`config.mk`:
```
export PLATFORM = sky130hd
export DESIGN_NAME = fp_decode_serial
export DESIGN_NICKNAME = d
export VERILOG_FILES = /design/src/rtl/fp_pkg.sv /design/src/rtl/fp_dec_datapath.sv /design/src/rtl/fp_decode_serial.sv
export SDC_FILE = /design/constraint.sdc
export NUM_CORES = 1
export LEC_CHECK = 0
export CORE_UTILIZATION = 50
export CTS_BUF_LIST = sky130_fd_sc_hd__clkbuf_4 sky130_fd_sc_hd__clkbuf_8 sky130_fd_sc_hd__clkbuf_16
export CTS_CLUSTER_DIAMETER = 150
export DETAILED_ROUTE_END_ITERATION = 10
export PLACE_DENSITY = 0.81
export SLEW_MARGIN = 25
export SYNTH_ARGS = -nofsm -noshare
export SYNTH_HDL_FRONTEND = slang
export SYNTH_SLANG_ARGS = --single-unit
```
`constraint.sdc`:
```
create_clock -name clk -period 3.89 [get_ports clk]
set_input_delay 0.5835 -clock clk [delete_from_list [all_inputs] [get_ports clk]]
set_output_delay 0.5835 -clock clk [all_outputs]
set_load 0.005 [all_outputs]
```
`src/rtl/fp_pkg.sv`:
```
// Shared float-format definitions for the linear/float encoder and decoder.
// Holds the default field widths, the packed float word and decoder states.
package fp_pkg;

  localparam int EXP_W = 3;
  localparam int SIG_W = 4;
  localparam int LIN_W = 12;

  typedef struct packed {
    logic             s;
    logic [EXP_W-1:0] e;
    logic [SIG_W-1:0] f;
  } fp_word_t;

  typedef enum logic [1:0] {
    ST_IDLE  = 2'd0,
    ST_SHIFT = 2'd1,
    ST_DONE  = 2'd2
  } fp_dec_state_t;

endpackage

```
`src/rtl/fp_dec_datapath.sv`:
```
// Decoder datapath: magnitude shift register, exponent down-counter
// and the sign-apply stage feeding the held result register.
module fp_dec_datapath
  import fp_pkg::*;
#(
  parameter int EXP_W = fp_pkg::EXP_W,
  parameter int SIG_W = fp_pkg::SIG_W,
  parameter int LIN_W = fp_pkg::LIN_W
) (
  input  logic             clk,
  input  logic             rst,
  input  logic             load,
  input  logic             step,
  input  logic             s,
  input  logic [EXP_W-1:0] e,
  input  logic [SIG_W-1:0] f,
  output logic             last,
  output logic [LIN_W-1:0] d
);

  logic [LIN_W-1:0] mag;
  logic [EXP_W-1:0] cnt;
  logic             sgn;

  // Shifting is finished once the exponent counter has drained.
  assign last = (cnt == '0);

  // Load on accept, one shift per step, then apply sign into d.
  always_ff @(posedge clk or posedge rst) begin
    if (rst) begin
      mag <= '0;
      cnt <= '0;
      sgn <= 1'b0;
      d   <= '0;
    end else if (load) begin
      mag <= LIN_W'(f);
      cnt <= e;
      sgn <= s;
    end else if (step) begin
      if (!last) begin
        mag <= mag << 1;
        cnt <= cnt - 1'b1;
      end else begin
        d <= sgn ? (~mag + 1'b1) : mag;
      end
    end
  end

endmodule

```
`src/rtl/fp_decode_serial.sv`:
```
// Iterative float-to-linear decoder: D = (-1)^S * F * 2^E,
// one left shift per cycle, valid/ready on both sides.
module fp_decode_serial
  import fp_pkg::*;
#(
  parameter int EXP_W = fp_pkg::EXP_W,
  parameter int SIG_W = fp_pkg::SIG_W,
  parameter int LIN_W = fp_pkg::LIN_W
) (
  input  logic             clk,
  input  logic             rst,
  input  logic             in_valid,
  output logic             in_ready,
  input  logic             s,
  input  logic [EXP_W-1:0] e,
  input  logic [SIG_W-1:0] f,
  output logic             out_valid,
  input  logic             out_ready,
  output logic [LIN_W-1:0] d,
  output logic             busy
);

  if (LIN_W < SIG_W + (1 << EXP_W)) begin : g_width_check
    $error("LIN_W too narrow for SIG_W + 2^EXP_W");
  end

  fp_dec_state_t state, state_nx;
  logic          load;
  logic          step;
  logic          last;

  assign load = (state == ST_IDLE) && in_valid;
  assign step = (state == ST_SHIFT);

  fp_dec_datapath #(
    .EXP_W(EXP_W),
    .SIG_W(SIG_W),
    .LIN_W(LIN_W)
  ) u_dp (
    .clk (clk),
    .rst (rst),
    .load(load),
    .step(step),
    .s   (s),
    .e   (e),
    .f   (f),
    .last(last),
    .d   (d)
  );

  // State register.
  always_ff @(posedge clk or posedge rst) begin
    if (rst) state <= ST_IDLE;
    else     state <= state_nx;
  end

  // Next-state logic.
  always_comb begin
    state_nx = state;
    unique case (state)
      ST_IDLE:  if (in_valid)  state_nx = ST_SHIFT;
      ST_SHIFT: if (last)      state_nx = ST_DONE;
      ST_DONE:  if (out_ready) state_nx = ST_IDLE;
      default:                 state_nx = ST_IDLE;
    endcase
  end

  // Registered handshake/status outputs, decoded from the next state.
  always_ff @(posedge clk or posedge rst) begin
    if (rst) begin
      in_ready  <= 1'b1;
      out_valid <= 1'b0;
      busy      <= 1'b0;
    end else begin
      in_ready  <= (state_nx == ST_IDLE);
      out_valid <= (state_nx == ST_DONE);
      busy      <= (state_nx != ST_IDLE);
    end
  end

endmodule

```
## Word-level counts from Yosys, hierarchy flattened

Cells that the tools add are included.
W data, S select, Z words.

| cells by class | value |
|---|---|
| mux-type cells | 11 |
| bitwise gates (word level) | 2 |
| reduce and logical (&&, ||, !) cells | 8 |
| add/subtract/negate cells | 2 |
| equality and inequality tests | 4 |

Operators with widths:

| cell | number |
|---|---|
| $mux W12 | 4 |
| $add A12 B1 Y12 const B | 1 |
| $not A12 Y12 | 1 |
| $mux W3 | 3 |
| $mux W2 | 3 |
| $pmux W2 S3 | 1 |
| $eq A2 B2 Y1 const B | 2 |
| $logic_not A2 Y1 | 2 |
| $reduce_bool A2 Y1 | 2 |
| $logic_not A3 Y1 | 1 |
| $reduce_and A3 Y1 | 1 |
| $sub A3 B1 Y3 const B | 1 |
| $eq A2 B1 Y1 const B | 1 |
| $ne A2 B2 Y1 const B | 1 |
| $reduce_and A2 Y1 | 1 |
| $logic_and A1 B1 Y1 | 1 |
| $not A1 Y1 | 1 |

| storage, ports and cells | value |
|---|---|
| bits in registers | 33 |
| input bits | 12 |
| output and inout bits | 15 |
| logic and storage cells | 35 |

## Logic depth before layout (Yosys ltp)

Gate-level depths: netlist of run 1.

| depth | value |
|---|---|
| word-level depth | 4 |
| gate-level depth with buffers | 7 |
| depth with buffers taken out | 6 |

## By module

From an unflattened synthesis of run 1, not the netlist that was laid out.

| second synthesis, totals | value |
|---|---|
| cells, all modules | 161 |
| area total of the unflattened synthesis | 1621.6 um^2 |

Modules (own cells, without submodules):

| module | area an instance (um^2) | instances | seq. area each (um^2) | cells an instance |
|---|---|---|---|---|
| fp_dec_datapath | 1403.8 | 1 | 700.7 | 144 |
| fp_decode_serial | 217.7 | 1 | 126.4 | 17 |

## Worst setup path after synthesis of run 1

Ideal clock, no wire load.

| path | value |
|---|---|
| kind | flip-flop to flip-flop |
| start | reg u_dp.mag[6] |
| end | reg u_dp.d[11] |
| setup time | 0.131 ns |
| slack | 2.266 ns |
| cell stages (with the launch flop) | 5 |
| period minus slack after synthesis | 1.624 ns |
| arrival time | 1.493 ns |
| buffers on the path | 0 |
| data required time | 3.759 ns |
| cell sequence | dfrtp_1 > or4_4 > o41ai_4 > xor2_1 > o21ai_1 |

| between the ends | value |
|---|---|
| longest elaborated chain between the ends | 3 |

Ends and longest elaborated chain:

| what | RTL line | RTL |
|---|---|---|
| start: declaration | fp_dec_datapath.sv:21 | `logic [LIN_W-1:0] mag;` |
| start signal: assignment | fp_dec_datapath.sv:36 | `mag <= LIN_W'(f);` |
| start signal: assignment | fp_dec_datapath.sv:41 | `mag <= mag << 1;` |
| $not A12 Y12 | fp_dec_datapath.sv:44 | `d <= sgn ? (~mag + 1'b1) : mag;` |
| $add A12 B1 Y12 | fp_dec_datapath.sv:44 |  |
| $mux W12 | fp_dec_datapath.sv:44 |  |
| end signal: assignment | fp_dec_datapath.sv:44 |  |
| end: declaration | fp_dec_datapath.sv:18 | `output logic [LIN_W-1:0] d` |

No other way between the ends.
A chain may end at the register's enable or synchronous reset.

## Worst setup path after layout of run 1

| path | value |
|---|---|
| start | reg u_dp.cnt[0] |
| end | reg busy |

| between the ends | value |
|---|---|
| longest elaborated chain between the ends | 4 |

Ends and longest elaborated chain:

| what | RTL line | RTL |
|---|---|---|
| start: declaration | fp_dec_datapath.sv:22 | `logic [EXP_W-1:0] cnt;` |
| start signal: assignment | fp_dec_datapath.sv:42 | `cnt <= cnt - 1'b1;` |
| $logic_not A3 Y1 | fp_dec_datapath.sv:26 | `assign last = (cnt == '0);` |
| $mux W2 | fp_decode_serial.sv:62 | `ST_SHIFT: if (last) state_nx = ST_DONE;` |
| $pmux W2 S3 | fp_decode_serial.sv:60 | `unique case (state)` |
| named net state_nx[1] | fp_decode_serial.sv:27 | `fp_dec_state_t state, state_nx;` |
| $reduce_bool A2 Y1 | fp_decode_serial.sv:77 | `busy <= (state_nx != ST_IDLE);` |
| end signal: assignment | fp_decode_serial.sv:77 |  |
| end: declaration | fp_decode_serial.sv:20 | `output logic busy` |

The timed path passes the listed nets, and every way through them passes these cells.

==> out/qor.csv, run 1 <==
metric,value,unit
status,"finished, violations left",
violations_in_the_final_reports,DRC,
place_area,0.00181,mm2
yosysWarnings,0,
power_density,844,mW/mm2
detailedPlacementHpwl,2140,um
synth.cell_area,0.00151,mm2
timing.setup.tns,0,ns
grt_util_all_layers,20.1,%
critical_path.cell_chain,inv_1 -> ha_1 -> nand3b_1 -> o21ai_0 -> or2_2,
path_class,flop to flop,
synth_nets,163,
p_leak,0.848,nW
yosysTopAreaCell,dfrtp_1,
holdBufCountCts,0,
fraction_of_layout_cells_with_a_size_suffix_above_1,8.99,%
pin_count_of_the_biggest_net_entering_global_routing,34,
detail-route-antenna-nets,0,
dieArea,0.00325,mm2
remaining_max_slew_budget_at_the_tightest_pin,44.4,%
final.fill_count,234,
critical_path.max_fanout,26,
ys_top_cells_by_area,"dfrtp_1, nand2_1, xor2_1",
tritoncts,yes,
route.detailed.vias_per_inst,5.43,
htreeDepth,2,
port_buffers,26,
timing.final.crit_share,52.4,%
syn_avg_cell_area,10.2,um2
clock_latency,0.33,ns
grt_first_pass_wirelength,4910,um
yosys.area.top_type_share,52.9,%
antenna_found_initial,0,
report.final.hold_viol_count,0,
design_area,0.00187,mm2
finalWirelength,2880,um
cap_viol_max_count,0,
max_clock_freq,491,MHz
drt_iter0_markers,31,
vias_after_detailed_routing,1135,
worst_setup_path_end_kind,flop,
post_synthesis_sequential_element_count,33,
worstPathArrival,2.26,ns
setup_viol_count_final,0,
fp-row-count,19,
die_y,57.0,um
finalNetCount,193,
synth_cell_type_count,30,
post-cts-setup-buffers,0,
top_level_ports,27,
finalCriticalPeriod,2.04,ns
routabilityCongestion,0.752,
slowest_delay,0.63,ns
rsz0062_at_grt,false,
timing_max_transition_violations_final,0,
core_region_area,0.00281,mm2
place_worst_setup_slack,1.62,ns
antennaDiodeCount,0,
clock-root-buffer,clkbuf_4,
detail_route.drc_violations,4,
min_path_type,flop to flop,
start_util,54.0,%
drt_first_pass_iters,7,
post_cts_resized,0,
timing.critical_path.from_type,flop,
max-vdd-ir-drop,0.000463,V
clock_skew,0.00596,ns
drt-wirelength-per-cell,13.8,um
number_of_buffers_inserted_during_clock_tree_synthesis,5,
worst_setup_hold_path_clk_slew,0.09,ns
grt_pass1_vias,1117,
setup_ws,1.85,ns
flow.area_growth_from_synthesis,23.4,%
clk_path_buf_depth,2,
worst_path_max_delay_cell,nand3b_1,
cts.sink_count,33,
die_width,57.0,um
cp.required,4.11,ns
ys_seq_area_share,54.6,%
overflow,0,
syn-instance-count,148,
transition_time_at_the_pin_with_the_least_slew_margin,0.831,ns
[Yosys cell counts]
cell type  instances
dfrtp_1           32
dfstp_2            1
nor2b_1            2
nand3b_1           1
o41ai_1            1
a22o_1             2
o21ai_0           17
o21ai_1            4
xnor2_1            1
and2_1             1
clkbuf_1           5
nand2_1           33
o41ai_4            1
o31ai_1            2
o221ai_1           1
or2_2              1
ha_1               3
mux2i_1            1
nor3b_2            1
mux2_2             1
inv_1              6
nand2b_1           3
or4_4              1
nor2_1             1
o41ai_2            1
a21oi_1            7
nand3_1            1
xor2_1            10
a22oi_1            4
or3_1              3
[critical path, delay by kind of cell, from the launching register on]
| family | cells | cell delay, ns |
|---|---|---|
| simple gates | 2 | 0.98 |
| flops | 1 | 0.34 |
| compound gates | 1 | 0.32 |
| fa+ha+maj | 1 | 0.22 |
| buf+inv | 1 | 0.07 |
[path summary, 6_finish.rpt]
check	start	to	slack (ns)	cells past startpoint
min in group asynchronous	rst	u_dp.d[0]	0.63	3
min reg2reg	u_dp.d[4]	u_dp.d[4]	0.49	2
max reg2reg	u_dp.cnt[0]	busy	1.85	5
max	u_dp.cnt[0]	busy	1.85	5
max in group asynchronous	rst	in_ready	2.93	3
min	u_dp.d[4]	u_dp.d[4]	0.49	2
[registers in the layout (all words and copies together), names as in the netlist]
register   cells
u_dp.sgn       1
in_ready       1
state          2
busy           1
u_dp.d        12
u_dp.cnt       3
out_valid      1
u_dp.mag      12
[final cells by class]
class	count	area [um2]	area share, %
flip-flops and latches	33	827	44.3
multi-input cells	104	646	34.6
repair buffers	28	275	14.7
clock buffers	7	58.8	3.15
well taps	31	38.8	2.08
inverters	6	22.5	1.21
[where the power goes]
part,internal (mW),switching [mW],total (mW)
sequential,0.495,0.132,0.627
combinational,0.364,0.386,0.750
clock,0.0922,0.108,0.200
[per-layer routing]
metal | wire [um] | track usage (%) | part of all wire [%] | vias to the layer above
met2 | 1430 | 34.3 | 50 | 23
met3 | 123 | 6.35 | 4.3 | 3
met1 | 1290 | 23.9 | 45 | 546
met4 | 38 | 7.32 | 1.3 | 0
met5 | 0 | 0 | 0 | -
li1 | - | - | - | 563
[stage by stage]
step | util (%) | cells | hold slack [ns] | total power [mW]
after CTS | 66.6 | 209 | 0.494 | 1.59
after floorplan | - | 148 | 0.473 | 1.12
final | 66.6 | 209 | 0.485 | 1.58
after global placement | 64.5 | 202 | 0.460 | 1.34
after global routing | 66.6 | 209 | 0.516 | 1.71
after detailed placement | 64.5 | 202 | 0.471 | 1.39
[logic make-up (layout without fill, tap and decap cells)]
group                    Yosys count  after routing  share of synthesized area [%]
buffers and inverters             11             41                           2.73
XOR/XNOR                          11             11                           6.36
flip-flops                        33             33                           54.6
AND/OR/NAND/NOR                   48             48                           15.0
AO/OA/AOI/OAI                     40             40                           17.4
multiplexers                       2              2                           1.40
adder cells (fa/ha/maj)            3              3                           2.48
[placed cells by master, fill, tap and decap left out, drive strengths merged]
cell           instances
or4                    1
mux2i                  1
buf                    2
nor2b                  2
inv                    6
xor2                  10
nor2                   1
nand2                 33
clkbuf                 7
o41ai                  3
ha                     3
nand2b                 3
xnor2                  1
a22oi                  4
clkdlybuf4s50         26
nand3b                 1
dfstp                  1
o21ai                 21
dfrtp                 32
nor3b                  1
o31ai                  2
or3                    3
nand3                  1
o221ai                 1
and2                   1
a21oi                  7
or2                    1
mux2                   1
a22o                   2
Note: power is estimated with default switching activity, not from simulation.
==> run 2, diff against run 1 <==
CORE_UTILIZATION = 46   (was 50)
PLACE_DENSITY = 0.79   (was 0.81)
clock period = 1.75 ns   (was 3.89 ns; I/O delays follow)
==> out/qor.csv, run 2 (same netlist as run 1, synthesis figures left out) <==
metric,value,unit
status,"complete, no violations",
power_density,1850,mW/mm2
drt-wirelength-per-cell,12.4,um
final_cell_mix,"nand2_1, dfrtp_1, clkdlybuf4s50_1, o21ai_0",
route.detailed.vias_per_inst,5.02,
clock_latency,0.34,ns
min_path_type,primary input to asynchronous set/reset pin,
final_common_cell,nand2_1,
overflow,0,
grt_first_pass_wirelength,4800,um
cp.required,1.98,ns
worst_setup_path_end_kind,flop,
fraction_of_layout_cells_with_a_size_suffix_above_1,13.4,%
timing.final.crit_share,93.3,%
pin_count_of_the_biggest_net_entering_global_routing,34,
worst_path_max_delay_cell,or4_4,
setup_viol_count_final,0,
holdBufCountCts,0,
rsz0062_at_grt,false,
tritoncts,yes,
p_leak,0.888,nW
final.fill_count,258,
worst_setup_hold_path_clk_slew,0.10,ns
cts.sink_count,33,
clock_skew,0.00975,ns
critical_path.n_buffers_inverters,0,
port_buffers,26,
multiInputGateArea,646,um2
vias_after_detailed_routing,1160,
dieArea,0.00352,mm2
critical_path.cell_chain,or4_4 -> o31ai_1 -> xor2_1 -> o21ai_1,
die_y,59.4,um
detail_route.drc_violations,0,
timing.setup.tns,0,ns
crit_family,simple AND/OR/NAND/NOR gates,
finalWirelength,2870,um
clk_path_buf_depth,2,
finalNetCount,201,
top_level_ports,27,
route.layer.met1.wl,1200,um
highest-signal-layer,met4,
slowest_delay,0.59,ns
timing_max_transition_violations_final,0,
routabilityCongestion,0.800,
die_width,59.4,um
transition_time_at_the_pin_with_the_least_slew_margin,0.420,ns
worstPathArrival,1.86,ns
remaining_max_slew_budget_at_the_tightest_pin,72.0,%
drt_iter0_markers,52,
place_worst_setup_slack,0.101,ns
grt_util_all_layers,19.4,%
fp-row-count,20,
grt_pass1_vias,1160,
max-vdd-ir-drop,0.000762,V
detail-route-antenna-nets,0,
finalNonFillerCells,231,
finalCriticalPeriod,1.63,ns
number_of_buffers_inserted_during_clock_tree_synthesis,5,
htreeDepth,2,
layout_top_registers,"u_dp.d: 12 flops, u_dp.mag: 12 flops, u_dp.cnt: 3 flops",
antenna_found_initial,0,
clock-root-buffer,clkbuf_4,
timing.critical_path.from_type,flop,
wl_met2,1470,um
cap_viol_max_count,0,
path_class,flop to flop,
core_region_area,0.00308,mm2
antennaDiodeCount,0,
max_clock_freq,612,MHz
post_cts_resized,0,
critical_path.max_fanout,5,
seqCellArea,827,um2
drt_first_pass_iters,4,
flow.area_growth_from_synthesis,28.2,%
report.final.hold_viol_count,0,
met3WireLength,107,um
setup_ws,0.117,ns
start_util,49.2,%
post-place-cells,222,
detailedPlacementHpwl,2120,um
[run 2: cell count changes in the layout (fill, tap and decap cells not counted)]
cell and delta:
clkbuf_8 -1, buf_4 +8, clkinv_2 +2
[run 2: worst reg2reg max path: stages, from the launching register on]
cell and delay, ns:
dfrtp_1 0.43, or4_4 0.59, o31ai_1 0.26, xor2_1 0.17
o21ai_1 0.07
[run 2: final timing paths]
kind | start | end | slack, ns | depth (start not counted)
max | u_dp.mag[5] | u_dp.d[8] | 0.12 | 4
min | rst | u_dp.d[1] | 0.31 | 3
max reg2reg | u_dp.mag[5] | u_dp.d[8] | 0.12 | 4
min reg2reg | u_dp.d[2] | u_dp.d[2] | 0.49 | 2
max in group asynchronous | rst | in_ready | 1.10 | 3
min in group clk | f[0] | u_dp.mag[0] | 0.47 | 3
[run 2: cell type report]
type	instances	area share, %
clock buffer	6	2.32
clock inverter	2	0.516
inverter	6	1.16
multi-input combinational	104	33.3
sequential	33	42.6
tap	44	2.84
timing repair buffer	36	17.3
[run 2: metal layers]
| metal | track usage [%] | vias up |
|---|---|---|
| li1 | - | 583 |
| met1 | 19.2 | 534 |
| met2 | 33.7 | 34 |
| met3 | 6.33 | 9 |
| met4 | 13.9 | 0 |
| met5 | 0 | - |
[run 2: where the power goes]
part | leakage (nW) | switching [mW] | internal [mW]
combinational | 0.430 | 0.923 | 0.910
clock | 0.0354 | 0.249 | 0.168
sequential | 0.423 | 0.238 | 1.10
total | 0.888 | 1.41 | 2.18
[run 2: stage by stage]
stage	instance area (um2)	hold slack [ns]	power (mW)	utilization, %
finish	1940	0.307	3.59	63.0
global route	1940	0.334	3.90	63.0
CTS	1930	0.312	3.61	62.8
detailed placement	1880	0.469	3.19	61.0
global placement	1880	0.461	3.10	61.0
floorplan	1510	0.370	2.48	-
[run 2: timing repair]
action | 4_1_cts | 5_1_grt
buffers inserted | 0 | 1
hold endpoints to repair | 0 | 0
endpoints found under the setup margin | 0 | 1
